## src/rtl/ula_sequenciador.sv

```systemverilog
// Sequencer in front of the 8-bit add/subtract ULA: loads A, B and op from a byte
// stream, captures the ULA sum with Z/N/C/V flags, and flags any disagreement with a local sum.
module ula_sequenciador #(
  parameter int DATA_W = 8
) (
  input  logic              clk,
  input  logic              reset,
  input  logic              in_valid,
  input  logic [DATA_W-1:0] in_data,
  output logic              in_ready,
  output logic              out_valid,
  input  logic              out_ready,
  output logic [DATA_W-1:0] out_result,
  output logic [3:0]        out_flags,
  output logic              erro,
  output logic              busy,
  output logic [DATA_W-1:0] ula_a,
  output logic [DATA_W-1:0] ula_b,
  output logic              ula_op,
  input  logic [DATA_W-1:0] ula_s
);

  typedef enum logic [2:0] {
    LOAD_A  = 3'd0,
    LOAD_B  = 3'd1,
    LOAD_OP = 3'd2,
    EXEC    = 3'd3,
    DONE    = 3'd4
  } state_t;

  state_t            state_q, state_d;
  logic [DATA_W-1:0] reg_a_q, reg_a_d;
  logic [DATA_W-1:0] reg_b_q, reg_b_d;
  logic              reg_op_q, reg_op_d;
  logic [DATA_W-1:0] out_result_q, out_result_d;
  logic [3:0]        out_flags_q, out_flags_d;
  logic              erro_q, erro_d;

  logic [DATA_W-1:0] bt;
  logic [DATA_W:0]   ref_sum;
  logic              load_state;
  logic              xfer;

  always_ff @(posedge clk) begin
    if (reset) begin
      state_q      <= LOAD_A;
      reg_a_q      <= '0;
      reg_b_q      <= '0;
      reg_op_q     <= 1'b0;
      out_result_q <= '0;
      out_flags_q  <= '0;
      erro_q       <= 1'b0;
    end else begin
      state_q      <= state_d;
      reg_a_q      <= reg_a_d;
      reg_b_q      <= reg_b_d;
      reg_op_q     <= reg_op_d;
      out_result_q <= out_result_d;
      out_flags_q  <= out_flags_d;
      erro_q       <= erro_d;
    end
  end

  // Independent reference sum used both for C/V and for checking the external ULA.
  always_comb begin
    bt      = reg_b_q ^ {DATA_W{reg_op_q}};
    ref_sum = {1'b0, reg_a_q} + {1'b0, bt} + {{DATA_W{1'b0}}, reg_op_q};
  end

  always_comb begin
    load_state = (state_q == LOAD_A) || (state_q == LOAD_B) || (state_q == LOAD_OP);
    xfer       = in_valid && load_state;
  end

  always_comb begin
    state_d      = state_q;
    reg_a_d      = reg_a_q;
    reg_b_d      = reg_b_q;
    reg_op_d     = reg_op_q;
    out_result_d = out_result_q;
    out_flags_d  = out_flags_q;
    erro_d       = erro_q;
    case (state_q)
      LOAD_A: if (xfer) begin
        reg_a_d = in_data;
        state_d = LOAD_B;
      end
      LOAD_B: if (xfer) begin
        reg_b_d = in_data;
        state_d = LOAD_OP;
      end
      LOAD_OP: if (xfer) begin
        reg_op_d = in_data[0];
        state_d  = EXEC;
      end
      EXEC: begin
        out_result_d   = ula_s;
        out_flags_d[3] = (ula_s == '0);
        out_flags_d[2] = ula_s[DATA_W-1];
        out_flags_d[1] = ref_sum[DATA_W];
        out_flags_d[0] = (reg_a_q[DATA_W-1] == bt[DATA_W-1]) &&
                         (ref_sum[DATA_W-1] != reg_a_q[DATA_W-1]);
        if (ula_s != ref_sum[DATA_W-1:0]) erro_d = 1'b1;
        state_d = DONE;
      end
      DONE: if (out_ready) state_d = LOAD_A;
      default: state_d = LOAD_A;
    endcase
  end

  assign in_ready   = load_state && !reset;
  assign out_valid  = (state_q == DONE);
  assign busy       = (state_q == EXEC) || (state_q == DONE);
  assign out_result = out_result_q;
  assign out_flags  = out_flags_q;
  assign erro       = erro_q;
  assign ula_a      = reg_a_q;
  assign ula_b      = reg_b_q;
  assign ula_op     = reg_op_q;

endmodule

```

## config.mk

```make
export PLATFORM = sky130hd
export DESIGN_NAME = ula_sequenciador
export DESIGN_NICKNAME = d
export VERILOG_FILES = /design/src/rtl/ula_sequenciador.sv
export SDC_FILE = /design/constraint.sdc
export NUM_CORES = 1
export LEC_CHECK = 0
export CAP_MARGIN = 20
export CORE_MARGIN = 2
export CORE_UTILIZATION = 50
export DETAILED_ROUTE_END_ITERATION = 7
export GPL_TIMING_DRIVEN = 0
export PLACE_DENSITY = 0.85
export SLEW_MARGIN = 20
export SYNTH_ARGS = -nofsm -noshare
export SYNTH_HDL_FRONTEND = slang
export SYNTH_SLANG_ARGS = --single-unit
```

## constraint.sdc

```tcl
create_clock -name clk -period 7.3 [get_ports clk]
set_clock_uncertainty 0.15 [all_clocks]
set_input_delay 2.19 -clock clk [delete_from_list [all_inputs] [get_ports clk]]
set_output_delay 2.19 -clock clk [all_outputs]
set_load 0.02 [all_outputs]
```

==> run_results.csv <==
group,metric,value,unit
global_route,antenna_found_initial,0,
logic_synthesis,synth_ff_type,"dfxtp_1",
sta,rsz0062_at_grt,"false",
drt,num_vias,1571,
drt,drc,0,
hold_path,whs_path_depth,2,
hold_path,min_from,"out_result[6]",
logic_synthesis,synthMuxAreaShare,5.95,%
place,portBuffers,51,
finish,syn2layout_area_growth,36.5,%
sta,worst_pin_slew,1.01,ns
sta,setup_violations,0,
outcome,status,"complete, no violations",
sta,finalCriticalPeriod,5.58,ns
worst_setup_path,cp_max_fo,10,
worst_setup_path,regToRegEndpoint,"out_flags[0]",
place,detailedPlace.worstSlack,1.70,ns
sta,drv_slew,0,
logic_synthesis,synth_top_family_by_area,"simple AND/OR/NAND/NOR gates",
clock_network,htreeDepth,2,
place,gp_congestion,0.889,
drt,wl_met2,1790,um
floorplanning,core-area,0.00328,mm^2
logic_synthesis,synth-compound-area-share,12.6,%
place,dpl.cell_count,302,
logic_synthesis,yosysTopAreaCellShare,38.1,%
clock_network,cts_resized,0,
drt,via_per_inst,5.08,
floorplanning,fp.dieH,62.0,um
drt,wl_per_cell,12.5,um
logic_synthesis,synthCells,205,
sta,period_share,76.5,%
drt,drt_pass1_iterations,4,
logic_synthesis,yosysSeqAreaShare,38.1,%
floorplanning,rows,21,
clock_network,clkTransAtPathRegs,0.10,ns
place,dp_hpwl,2950,um
worst_setup_path,crit_top_cell,"buf_6",
power,swShare,29.7,%
drt,routed.top_layer,"met4",
drt,antenna_left,0,
global_route,grt_pass1_vias,1410,
logic_synthesis,yosysMostFrequentCell,"nand2_1",
worst_setup_path,cp-start-kind,"input port",
clock_network,numCtsBuffers,5,
logic_synthesis,yosys.area.top_type,"dfxtp_1",
logic_synthesis,synth-simple-area-share,20.1,%
power,netSwitchingPower,0.110,mW
drt,drt-met1-wl,1770,um
sta,hold_viol,0,
power,power_frac_seq,50.8,%
hold_path,min_to,"out_result[6]",
worst_setup_path,cpMaxStageDelayCell,"clkdlybuf4s50_1",
sta,setup_tns,0,ns
floorplanning,die-area,0.00385,mm^2
logic_synthesis,synth_common_cells,"45 x nand2_1, 32 x dfxtp_1, 24 x a21oi_1, 22 x nor2_1, 13 x xnor2_1",
finish,nNetsFinal,291,
worst_setup_path,r2r_start,"ula_op",
logic_synthesis,ys_top_cells_by_area,"dfxtp_1 38%, nand2_1 10%, a21oi_1 7.1%, xnor2_1 6.8%, mux2i_1 5.9%",
sta,setup_ws,1.72,ns
sta,relSlewSlack,32.0,%
clock_network,cts-root-buf,"clkbuf_4",
clock_network,ctsLongestPathBuffers,2,
worst_setup_path,crit_type,"in2out",
worst_setup_path,cp_cell_sequence,"buf_6 > buf_6 > a211oi_1 > clkdlybuf4s50_1",
worst_setup_path,required,4.96,ns
power,power.internal,0.260,mW
worst_setup_path,cp-end-kind,"output pin",
logic_synthesis,syn_area,0.00168,mm^2
logic_synthesis,yosys_warnings,0,
clock_network,insertion_delay,0.34,ns
logic_synthesis,synth_seq_cells,32,
global_route,grt_max_degree,11,
finish,antenna_cells,0,
drt,wl,3870,um
power,clockPowerShare,25.6,%
logic_synthesis,synth_fp_nets,233,
drt,met3_length,256,um
run,drv_cap,0,
global_route,grt_pass1_wl,6170,um
worst_setup_path,cp.arrival,3.24,ns
floorplanning,dieWidth,62.0,um
finish,nFillCells,284,
logic_synthesis,synth-xor-area-share,11.4,%
worst_setup_path,max_stage_delay,0.63,ns
power,power_leakage,0.881,nW
drt,drt_iter0_drc,96,
worst_setup_path,critPathLaunch,"reset",
power,design_power_total,0.370,mW
clock_network,cts_sinks,32,
worst_setup_path,r2r_slack,4.73,ns
clock_network,post_cts_hold_buffer_count,0,
hold_path,min_path_type,"reg2reg",
power,p_per_area,161,mW/mm^2
worst_setup_path,rr_worst_depth,9,
logic_synthesis,syn_avg_cell_area,8.21,um^2
clock_network,cts_tree,"built",
global_route,gr-total-overflow,0,
logic_synthesis,synth-edff-count,0,
finish,drive_gt1_share,6.08,%
finish,finalNonFillerCells,309,
power,vdd_ir_drop_max,0.000126,V
logic_synthesis,synth_fa_ha_area_share,6.39,%
clock_network,cts_setup_buffers,0,
power,combPwrFrac,23.6,%
floorplanning,ios,53,
global_route,track_usage,22.1,%
sta,max_freq,179,MHz
logic_synthesis,synthArstFlopShare,0,%
floorplanning,start_util,51.2,%
logic_synthesis,ys_types,27,
metal layers:
layer / vias up / GRT usage (%)
met5: - / 0
li1: 799 / -
met2: 52 / 36.5
met4: 0 / 9.12
met3: 5 / 6.42
met1: 715 / 26.8
worst max-delay path: cells and delay by family:
kind,cells,cell delay [ns]
buffers and inverters,3,0.88
AOI/OAI and AO/OA,1,0.17
area by class of cell:
type	count	area [um^2]	area share, %
Multi-Input combinational cell	157	951	41.4
Buffer	10	68.8	3.00
Inverter	6	22.5	0.980
Timing Repair Buffer	51	510	22.2
Clock inverter	1	5.00	0.218
Sequential cell	32	641	27.9
Clock buffer	6	41.3	1.80
Tap cell	46	57.6	2.51
sequential cells by signal (all words and copies together), names as in the netlist:
name,flops
erro,1
out_flags,4
out_result,7
state_q,3
ula_a,8
ula_b,8
ula_op,1
stage by stage:
stage | hold WS [ns] | utilization [%] | area, um^2
2_1_floorplan | 0.335 | - | 1680
3_3_place_gp | 0.291 | 68.5 | 2250
3_5_place_dp | 0.296 | 68.5 | 2250
4_1_cts | 0.309 | 69.9 | 2300
5_1_grt | 0.343 | 69.9 | 2300
6_report | 0.311 | 69.9 | 2300
cell usage in the layout, fill, tap and decap left out:
cell and instances:
o31a_1 1, nor4_1 3, buf_6 3, or2_2 1
a211oi_1 3, or3_1 2, ha_1 7, nand2b_1 2
clkbuf_4 5, clkinv_2 1, mux2i_1 10, a221o_2 1
nor3_4 1, nor3_1 2, nand3_1 2, xnor2_1 13
xor2_1 9, dfxtp_1 32, clkbuf_1 5, inv_1 6
o21ai_0 6, buf_2 1, a21boi_0 1, o211ai_2 1
buf_4 2, clkdlybuf4s50_1 51, a21oi_1 24, fa_1 1
nor2_1 22, nand2_1 45
worst max path at each step:
| stage | to | slack, ns | cells after the start |
|---|---|---|---|
| finish | in_ready | 1.72 | 4 |
| global route | in_ready | 1.65 | 4 |
| CTS | in_ready | 1.70 | 4 |
| detailed placement | in_ready | 1.70 | 4 |
| global placement | in_ready | 1.71 | 4 |
| floorplan | in_ready | 2.02 | 3 |
power by group through the flow:
| stage | registers, mW | logic (mW) | clock network, mW |
|---|---|---|---|
| after floorplan | 0.198 | 0.0459 | 0 |
| after global placement | 0.192 | 0.0859 | 0 |
| after detailed placement | 0.192 | 0.0869 | 0 |
| after CTS | 0.188 | 0.0876 | 0.0969 |
| after global routing | 0.189 | 0.0951 | 0.106 |
| final | 0.188 | 0.0873 | 0.0947 |
kinds of logic (layout without fill, tap and decap cells):
family,Yosys count,count (layout)
adder cells (fa/ha/maj),8,8
buffers and inverters,16,74
multiplexers,10,10
AO/OA/AOI/OAI,37,37
flip-flops,32,32
XOR/XNOR,22,22
AND/OR/NAND/NOR,80,80
Power figures use the tool's default switching activity.
